### src/rtl/bounding_box_fp16.sv
// bounding_box_fp16
//   Computes the clamped integer screen-space bounding box of a triangle whose
//   three vertices arrive as FP16 (binary16) coordinates. One job at a time:
//   capture -> MINMAX -> CONVERT -> CLAMP -> DONE, fixed 4-cycle latency.
//
// Ports
//   clk             : clock, rising edge
//   rst_n           : asynchronous reset, ACTIVE HIGH despite the name
//   en              : start strobe, accepted in IDLE or DONE
//   triangle[143:0] : {v0.x,v0.y,v0.z,v1.x,v1.y,v1.z,v2.x,v2.y,v2.z}, FP16 each
//   bbox_*_int      : unsigned clamped pixel bounds, held while valid
//   valid           : bbox outputs hold the result of the last captured triangle
module bounding_box_fp16 #(
  parameter int IMG_W = 256,
  parameter int IMG_H = 256
) (
  input  logic         clk,
  input  logic         rst_n,
  input  logic         en,
  input  logic [143:0] triangle,
  output logic [15:0]  bbox_x_min_int,
  output logic [15:0]  bbox_x_max_int,
  output logic [15:0]  bbox_y_min_int,
  output logic [15:0]  bbox_y_max_int,
  output logic         valid
);

  typedef enum logic [2:0] {IDLE, MINMAX, CONVERT, CLAMP, DONE} state_t;

  localparam logic signed [17:0] X_HI = 18'(IMG_W - 1);
  localparam logic signed [17:0] Y_HI = 18'(IMG_H - 1);

  // Sign-magnitude FP16 mapped onto a signed key so that an ordinary signed
  // compare orders the values; -0 and +0 both map to key 0.
  function automatic logic signed [16:0] fp16_key(input logic [15:0] h);
    logic signed [16:0] mag;
    mag = $signed({2'b00, h[14:0]});
    return h[15] ? -mag : mag;
  endfunction

  function automatic logic [15:0] fp16_pick(input logic [15:0] a, input logic [15:0] b,
                                            input logic want_max);
    if (want_max) return (fp16_key(b) > fp16_key(a)) ? b : a;
    else          return (fp16_key(b) < fp16_key(a)) ? b : a;
  endfunction

  // NaN is handled as +0.0 everywhere downstream.
  function automatic logic [15:0] fp16_sanitize(input logic [15:0] h);
    return ((&h[14:10]) && (|h[9:0])) ? 16'h0000 : h;
  endfunction

  // FP16 -> signed integer, floor (round_up=0) or ceil (round_up=1).
  // Largest finite FP16 is 65504, so only Inf reaches the 2^16 saturation.
  function automatic logic signed [17:0] fp16_to_int(input logic [15:0] h,
                                                     input logic round_up);
    logic [4:0]  e;
    logic [10:0] sig;
    logic [16:0] mag;
    logic [17:0] mag_b;
    logic        frac;
    e    = h[14:10];
    sig  = {|e, h[9:0]};
    mag  = '0;
    frac = 1'b0;
    if (e == 5'd31) begin
      mag = 17'h10000;
    end else if (e < 5'd15) begin
      frac = |h[14:0];                       // |v| < 1, including subnormals
    end else if (e >= 5'd25) begin
      mag = 17'(sig) << (e - 5'd25);         // exact integer, no fraction
    end else begin
      mag  = 17'(sig >> (5'd25 - e));
      frac = |(sig & ((11'd1 << (5'd25 - e)) - 11'd1));
    end
    // Floor of a negative or ceil of a positive moves the magnitude up by one.
    mag_b = 18'(mag) + 18'(frac & (h[15] ^ round_up));
    return h[15] ? -$signed(mag_b) : $signed(mag_b);
  endfunction

  function automatic logic [15:0] clamp_px(input logic signed [17:0] v,
                                           input logic signed [17:0] hi);
    if (v < 0)       return 16'd0;
    else if (v > hi) return 16'(hi);
    else             return 16'(v);
  endfunction

  state_t             state_q, state_d;
  logic [15:0]        x0_q, y0_q, x1_q, y1_q, x2_q, y2_q;
  logic [15:0]        fx_min_q, fx_max_q, fy_min_q, fy_max_q;
  logic signed [17:0] ix_min_q, ix_max_q, iy_min_q, iy_max_q;
  logic [15:0]        cx_min_q, cx_max_q, cy_min_q, cy_max_q;
  logic [15:0]        bx_min_q, bx_max_q, by_min_q, by_max_q;
  logic               valid_q;
  logic               capture;
  logic               unused_z;

  assign unused_z = ^{triangle[111:96], triangle[63:48], triangle[15:0]};

  assign capture = en && ((state_q == IDLE) || (state_q == DONE));

  // NOTE: every variable assigned in always_comb gets a default first so no
  // path leaves it unassigned, which would otherwise infer a latch.
  always_comb begin
    state_d = state_q;
    case (state_q)
      IDLE:    if (en) state_d = MINMAX;
      MINMAX:  state_d = CONVERT;
      CONVERT: state_d = CLAMP;
      CLAMP:   state_d = DONE;
      DONE:    if (en) state_d = MINMAX;
      default: state_d = IDLE;
    endcase
  end

  // NOTE: sequential state uses non-blocking assignments so every register
  // samples values from before the edge, independent of statement order.
  // NOTE: the datapath registers are few and all reset, so a reset mid-job
  // leaves no stale operands behind.
  always_ff @(posedge clk or posedge rst_n) begin
    if (rst_n) begin
      state_q  <= IDLE;
      {x0_q, y0_q, x1_q, y1_q, x2_q, y2_q} <= '0;
      {fx_min_q, fx_max_q, fy_min_q, fy_max_q} <= '0;
      {ix_min_q, ix_max_q, iy_min_q, iy_max_q} <= '0;
      {cx_min_q, cx_max_q, cy_min_q, cy_max_q} <= '0;
      {bx_min_q, bx_max_q, by_min_q, by_max_q} <= '0;
      valid_q  <= 1'b0;
    end else begin
      state_q <= state_d;
      if (capture) begin
        x0_q <= fp16_sanitize(triangle[143:128]);
        y0_q <= fp16_sanitize(triangle[127:112]);
        x1_q <= fp16_sanitize(triangle[95:80]);
        y1_q <= fp16_sanitize(triangle[79:64]);
        x2_q <= fp16_sanitize(triangle[47:32]);
        y2_q <= fp16_sanitize(triangle[31:16]);
      end
      case (state_q)
        MINMAX: begin
          fx_min_q <= fp16_pick(fp16_pick(x0_q, x1_q, 1'b0), x2_q, 1'b0);
          fx_max_q <= fp16_pick(fp16_pick(x0_q, x1_q, 1'b1), x2_q, 1'b1);
          fy_min_q <= fp16_pick(fp16_pick(y0_q, y1_q, 1'b0), y2_q, 1'b0);
          fy_max_q <= fp16_pick(fp16_pick(y0_q, y1_q, 1'b1), y2_q, 1'b1);
        end
        CONVERT: begin
          ix_min_q <= fp16_to_int(fx_min_q, 1'b0);
          ix_max_q <= fp16_to_int(fx_max_q, 1'b1);
          iy_min_q <= fp16_to_int(fy_min_q, 1'b0);
          iy_max_q <= fp16_to_int(fy_max_q, 1'b1);
        end
        CLAMP: begin
          cx_min_q <= clamp_px(ix_min_q, X_HI);
          cx_max_q <= clamp_px(ix_max_q, X_HI);
          cy_min_q <= clamp_px(iy_min_q, Y_HI);
          cy_max_q <= clamp_px(iy_max_q, Y_HI);
        end
        default: ;
      endcase
      // Output register stage: result and valid load together on the first
      // DONE edge; a new capture drops valid but keeps the old bbox visible.
      if (capture) begin
        valid_q <= 1'b0;
      end else if ((state_q == DONE) && !valid_q) begin
        valid_q  <= 1'b1;
        bx_min_q <= cx_min_q;
        bx_max_q <= cx_max_q;
        by_min_q <= cy_min_q;
        by_max_q <= cy_max_q;
      end
    end
  end

  assign bbox_x_min_int = bx_min_q;
  assign bbox_x_max_int = bx_max_q;
  assign bbox_y_min_int = by_min_q;
  assign bbox_y_max_int = by_max_q;
  assign valid          = valid_q;

endmodule

### config.mk
export PLATFORM = sky130hd
export DESIGN_NAME = bounding_box_fp16
export DESIGN_NICKNAME = d
export VERILOG_FILES = /design/src/rtl/bounding_box_fp16.sv
export SDC_FILE = /design/constraint.sdc
export NUM_CORES = 2
export LEC_CHECK = 0
export ABC_CLOCK_PERIOD_IN_PS = 22700
export CAP_MARGIN = 40
export CORE_MARGIN = 4
export CORE_UTILIZATION = 55
export CTS_BUF_LIST = sky130_fd_sc_hd__clkbuf_8
export DETAILED_ROUTE_END_ITERATION = 7
export HOLD_SLACK_MARGIN = 0.12
export PLACE_DENSITY = 0.8
export RECOVER_POWER = 100
export SLEW_MARGIN = 5
export SYNTH_ARGS = -nofsm -noshare
export SYNTH_HDL_FRONTEND = slang
export SYNTH_SLANG_ARGS = --single-unit
### constraint.sdc
create_clock -name clk -period 22.7 [get_ports clk]
set_input_delay 3.405 -clock clk [delete_from_list [all_inputs] [get_ports clk]]
set_output_delay 3.405 -clock clk [all_outputs]
set_load 0.03 [all_outputs]
## Word-level counts from Yosys, hierarchy flattened

Index checks and enable logic that the tools add are counted.

| cells by class | value |
|---|---|
| bitwise gates (word level) | 11 |
| magnitude comparators | 24 |
| eq/ne operators | 9 |
| divide/modulo/power cells | 0 |
| multiplexer cells | 76 |
| add/subtract/negate cells | 30 |
| reduce and logical (&&, ||, !) cells | 38 |
| multipliers | 0 |
| shift-type cells | 12 |

Operators with widths:

| kind | count |
|---|---|
| two-way mux 17 bit | 26 |
| two-way mux 16 bit | 26 |
| negator 15 -> 17 bit | 10 |
| adder 17 x 1 -> 18 bit | 4 |
| greater-than comparator 18 x 9 -> 1 bit (second input constant) | 4 |
| less-than comparator 18 x 1 -> 1 bit (second input constant) | 4 |
| two-way mux 18 bit | 4 |
| negator 18 bit | 4 |
| greater-than comparator 17 bit | 4 |
| less-than comparator 17 bit | 4 |
| << shifter 11 x 5 -> 17 bit | 4 |
| right shift 11 x 5 -> 17 bit | 4 |
| OR reduction 10 bit | 6 |
| OR reduction 15 bit | 4 |
| bitwise AND 11 bit | 4 |
| OR reduction 11 bit | 4 |
| << shifter 1 x 5 -> 11 bit (first input constant) | 4 |
| subtractor 11 x 1 -> 11 bit (second input constant) | 4 |
| AND reduction 5 bit | 6 |
| == test 5 bit (second input constant) | 4 |
| >= comparator 5 bit (second input constant) | 4 |
| less-than comparator 5 x 4 -> 1 bit (second input constant) | 4 |
| OR reduction 5 bit | 4 |
| subtractor 5 bit (first input constant) | 4 |
| other kinds (17) | 50 |

| word-level totals | value |
|---|---|
| memories kept | 0 |
| memory bits (writable) | 0 |
| word-level logic and storage cells | 224 |
| bits in latches | 0 |
| memory bits (read-only) | 0 |
| flip-flop bits (word level) | 364 |
| bits of input ports | 147 |
| output and inout port bits | 65 |

## Longest topological paths before layout

| depth | value |
|---|---|
| depth in word-level cells | 13 |
| gate-level depth with buffers | 36 |
| mapped depth without buffers | 33 |

## Least setup slack after synthesis

Ideal clock, no wire load.

| path | value |
|---|---|
| path type | register to register |
| from | register x1_q[6] |
| to | register fx_max_q[0] |
| setup slack | 14783 ps |
| data required time | 22567 ps |
| cell stages (with the launch flop) | 34 |
| data arrival time | 7784 ps |
| cell sequence | dfrtp_1 -> or3_1 -> or3_1 -> or3_1 -> or4_1 -> o21ai_0 -> xnor2_1 -> ha_1 -> a21o_1 -> a2111oi_0 -> nand2_1 -> nor3_1 -> a222oi_1 -> nand2_1 -> buf_1 -> buf_1 -> nor2_1 -> a21oi_1 -> ha_1 -> nor2_1 -> xnor2_1 -> ha_1 -> a21o_1 -> a21o_1 -> a211oi_1 -> o21ai_0 -> a21oi_1 -> nor2_1 -> a211oi_1 -> o21ai_0 -> a31oi_1 -> clkbuf_1 -> mux2i_1 -> o21ai_0 |

| between the ends | value |
|---|---|
| longest elaborated chain between the ends | 9 |

RTL lines:

| what | RTL line | source |
|---|---|---|
| start, declared | 88 | `logic [15:0] x0_q, y0_q, x1_q, y1_q, x2_q, y2_q;` |
| start signal, assigned | 133 | `x1_q <= fp16_sanitize(triangle[95:80]);` |
| negator 15 -> 17 bit | - |  |
| two-way mux 17 bit | - |  |
| greater-than comparator 17 bit | 43 | `if (want_max) return (fp16_key(b) > fp16_key(a)) ? b : a;` |
| two-way mux 16 bit * | 43 |  |
| two-way mux 16 bit * | 138 | `case (state_q)` |
| negator 15 -> 17 bit | - |  |
| two-way mux 17 bit | - |  |
| greater-than comparator 17 bit | 43 |  |
| two-way mux 16 bit * | 43 |  |
| end signal, assigned | 141 | `fx_max_q <= fp16_pick(fp16_pick(x0_q, x1_q, 1'b1), x2_q, 1'b1);` |
| end, declared | 89 | `logic [15:0] fx_min_q, fx_max_q, fy_min_q, fy_max_q;` |

Mark *: on every way between the ends. The rest lies on a longest branch, timed or not. The select of a mux whose other input is x is not followed.
A chain may end at the register's enable or synchronous reset.

## Worst setup path in the final report

| path | value |
|---|---|
| from | register x1_q[6] |
| to | register fx_max_q[1] |

The elaborated chain is that of the path after synthesis.

==> insert_results.sql <==
INSERT INTO impl_metrics (metric_group, metric, value, unit) VALUES
('sta', 'finalHoldViolations', '0', ''),
('setup_path', 'top_cell_by_count_worst_path', 'sky130_fd_sc_hd__o21ai_0', ''),
('setup_path', 'worst-path-max-fanout', '32', ''),
('setup_path', 'reg2reg_path_depth', '33', ''),
('synthesis', 'synth_nets', '3939', ''),
('cells_and_area', 'final_common_cell', 'sky130_fd_sc_hd__nand2_1', ''),
('clocking', 'post_cts_resize_count', '0', ''),
('synthesis', 'postSynth.asyncResetShare', '100.0', '%'),
('synthesis', 'netlist.area_leader.share', '29.01', '%'),
('placement', 'routabilityCongestion', '0.9802', ''),
('clocking', 'clock_insertion_delay_worst_skew', '0.67', 'ns'),
('sta', 'setup_violations', '0', ''),
('global_route', 'grt_start_max_net_pins', '183', ''),
('synthesis', 'syn-cell-area', '31400', 'um2'),
('routing', 'drt_iter0_markers', '2382', ''),
('setup_path', 'worst-setup-path-type', 'reg2reg', ''),
('routing', 'met2WireLength', '35.24', 'mm'),
('setup_path', 'worst_ep_arrival_time', '10.79', 'ns'),
('clocking', 'tritoncts_clock_tree', 'done', ''),
('sta', 'slew_headroom', '-214.0', '%'),
('routing', 'routedWlPerCell', '18.04', 'um'),
('clocking', 'clkTransAtPathRegs', '0.06', 'ns'),
('setup_path', 'timing.critical_path.to', 'fx_max_q[1]', ''),
('global_route', 'global_route.usage.total', '25.97', '%'),
('outcome', 'outcome', 'finished, violations left', ''),
('clocking', 'hold_buffers', '0', ''),
('synthesis', 'yosys_register_bits', '364', ''),
('synthesis', 'ys.warnings.count', '0', ''),
('global_route', 'global_route.overflow_total', '0', ''),
('floorplanning', 'die_height', '246.9', 'um'),
('setup_path', 'timing.reg2reg.setup_slack', '12.43', 'ns'),
('placement', 'dpl.hpwl', '59.18', 'mm'),
('sta', 'totalNegativeSetupSlack', '0', 'ns'),
('routing', 'vias_per_cell', '6.174', ''),
('clocking', 'cts_bufs_inserted', '60', ''),
('synthesis', 'largest_cells_by_area_after_synthesis', 'sky130_fd_sc_hd__dfrtp_1 29%, sky130_fd_sc_hd__ha_1 6.2%, sky130_fd_sc_hd__nand2_1 5.7%, sky130_fd_sc_hd__mux2_2 5.0%, sky130_fd_sc_hd__xnor2_1 4.9%', ''),
('sta', 'drv_slew', '657', ''),
('synthesis', 'post_synth_num_cell_types', '119', ''),
('clocking', 'clock_sinks', '364', ''),
('routing', 'detail-route-antenna-nets', '0', ''),
('floorplanning', 'placementRows', '87', ''),
('run', 'drv.max_cap_violation_count', '12', ''),
('setup_path', 'worst-endpoint-required', '23.23', 'ns'),
('floorplanning', 'fp.dieW', '246.9', 'um'),
('sta', 'clock_skew', '0.04321', 'ns'),
('global_route', 'first_global_vias', '25600', ''),
('setup_path', 'worst_setup_path_startpoint', 'x1_q[6]', ''),
('clocking', 'cts_root_buf', 'sky130_fd_sc_hd__clkbuf_8', ''),
('routing', 'drt-total-wl', '80.15', 'mm'),
('placement', 'port_buffers', '163', ''),
('synthesis', 'avg_synthesized_cell_area', '8.636', 'um2'),
('floorplanning', 'start_util', '55.58', '%'),
('routing', 'wl_met3', '5.729', 'mm'),
('setup_path', 'critical_path.reg2reg.endpoint', 'fx_max_q[1]', ''),
('hold_path', 'hold_depth', '2', ''),
('clocking', 'cts-root-to-sink-buffers', '3', ''),
('hold_path', 'worst_hold_path_type', 'reg2reg', ''),
('sta', 'worst_slew_pin_slew', '4.684', 'ns'),
('synthesis', 'synthFlopType', 'sky130_fd_sc_hd__dfrtp_1', ''),
('floorplanning', 'top_ports', '212', ''),
('cells_and_area', 'filler_cell_count', '4942', ''),
('floorplanning', 'die-area', '60980', 'um2'),
('floorplanning', 'floorplan.core_area', '56500', 'um2'),
('cells_and_area', 'final_nets', '3941', ''),
('global_route', 'grt_antenna_before_repair', '1', ''),
('setup_path', 'worst_path_largest_cell_delay', '1.15', 'ns'),
('outcome', 'violations', 'capacitance limit, slew limit', ''),
('cells_and_area', 'final_layout_size_suffix_gt1_share', '10.50', '%'),
('routing', 'highest-signal-layer', 'met4', ''),
('global_route', 'grt_pass1_wl', '133.5', 'mm'),
('routing', 'detail_route.wirelength.met1', '36.98', 'mm');
flip-flops by register name (all words and copies together) (netlist names), 18 cells and up:
signal,count
ix_max_q,18
iy_max_q,18
ix_min_q,18
iy_min_q,18
metal layers:
layer	up-vias	global-route usage [%]
met5	-	0
met4	0	7.459
met3	167	3.578
met2	1026	39.94
met1	12910	38.29
li1	13330	-
worst max-delay path: cells and delay by family, from the launching register on:
family	cells	cell delay (ns)
compound gates	13	2.93
xor+xnor	2	0.24
fa+ha+maj	3	0.76
buf+inv	4	2.83
flops	1	0.47
mux	2	0.56
simple gates	9	2.34
cells in the mapped netlist, types with 35 or more instances:
| master | n |
|---|---|
| sky130_fd_sc_hd__a21o_1 | 38 |
| sky130_fd_sc_hd__a21oi_1 | 128 |
| sky130_fd_sc_hd__a22o_1 | 55 |
| sky130_fd_sc_hd__and2_1 | 66 |
| sky130_fd_sc_hd__clkbuf_1 | 187 |
| sky130_fd_sc_hd__dfrtp_1 | 364 |
| sky130_fd_sc_hd__ha_1 | 156 |
| sky130_fd_sc_hd__inv_1 | 66 |
| sky130_fd_sc_hd__mux2_2 | 139 |
| sky130_fd_sc_hd__mux2i_1 | 131 |
| sky130_fd_sc_hd__mux4_2 | 57 |
| sky130_fd_sc_hd__nand2_1 | 477 |
| sky130_fd_sc_hd__nand2b_1 | 39 |
| sky130_fd_sc_hd__nand3_1 | 106 |
| sky130_fd_sc_hd__nand4_1 | 46 |
| sky130_fd_sc_hd__nor2_1 | 236 |
| sky130_fd_sc_hd__nor2b_1 | 35 |
| sky130_fd_sc_hd__nor3_1 | 71 |
| sky130_fd_sc_hd__nor4_1 | 42 |
| sky130_fd_sc_hd__o21ai_0 | 294 |
| sky130_fd_sc_hd__o31ai_1 | 72 |
| sky130_fd_sc_hd__xnor2_1 | 177 |
| sky130_fd_sc_hd__xor2_1 | 87 |
worst min path at each step:
stage            startpoint           end  slack (ns)
6_report        cx_max_q[5]   cx_max_q[5]        0.48
3_3_place_gp    cy_min_q[3]   cy_min_q[3]        0.46
3_5_place_dp    cx_min_q[0]   cx_min_q[0]        0.46
2_1_floorplan   cx_max_q[0]   cx_max_q[0]        0.44
4_1_cts         cy_max_q[4]   cy_max_q[4]        0.48
5_1_grt        cx_min_q[11]  cx_min_q[11]        0.49
stage by stage:
stage	instances	instance area [um2]	setup WS, ns	hold slack, ns	util, %
final	4444	34450	12.43	0.4756	60.97
after detailed placement	4332	33250	14.22	0.4646	58.85
after global routing	4443	34440	11.44	0.4949	60.97
after global placement	4323	33120	14.34	0.4573	58.62
after CTS	4443	34650	14.18	0.4797	61.33
after floorplan	3636	31400	9.191	0.4429	-
area by class of cell:
class	instances	area (um2)	share of cell area (%)
Antenna cell	1	2.502	0.007265
Sequential cell	364	9109	26.44
Tap cell	756	945.9	2.746
Clock buffer	78	1074	3.117
Timing Repair Buffer	201	1879	5.456
Clock inverter	33	326.6	0.9481
Inverter	70	264.0	0.7664
Multi-Input combinational cell	2941	20850	60.52
logic make-up after synthesis:
logic type | share of synthesized area, %
and+or+nand+nor | 20.20
AOI/OAI and AO/OA | 19.27
DFF | 29.01
buffers and inverters | 4.491
muxes | 13.30
xor gates and xnor gates | 7.519
adders and majority gates | 6.216
Power is left out: the tool's default activity adds up to more than one toggle a clock period on the data nets, which glitch-free logic cannot reach.
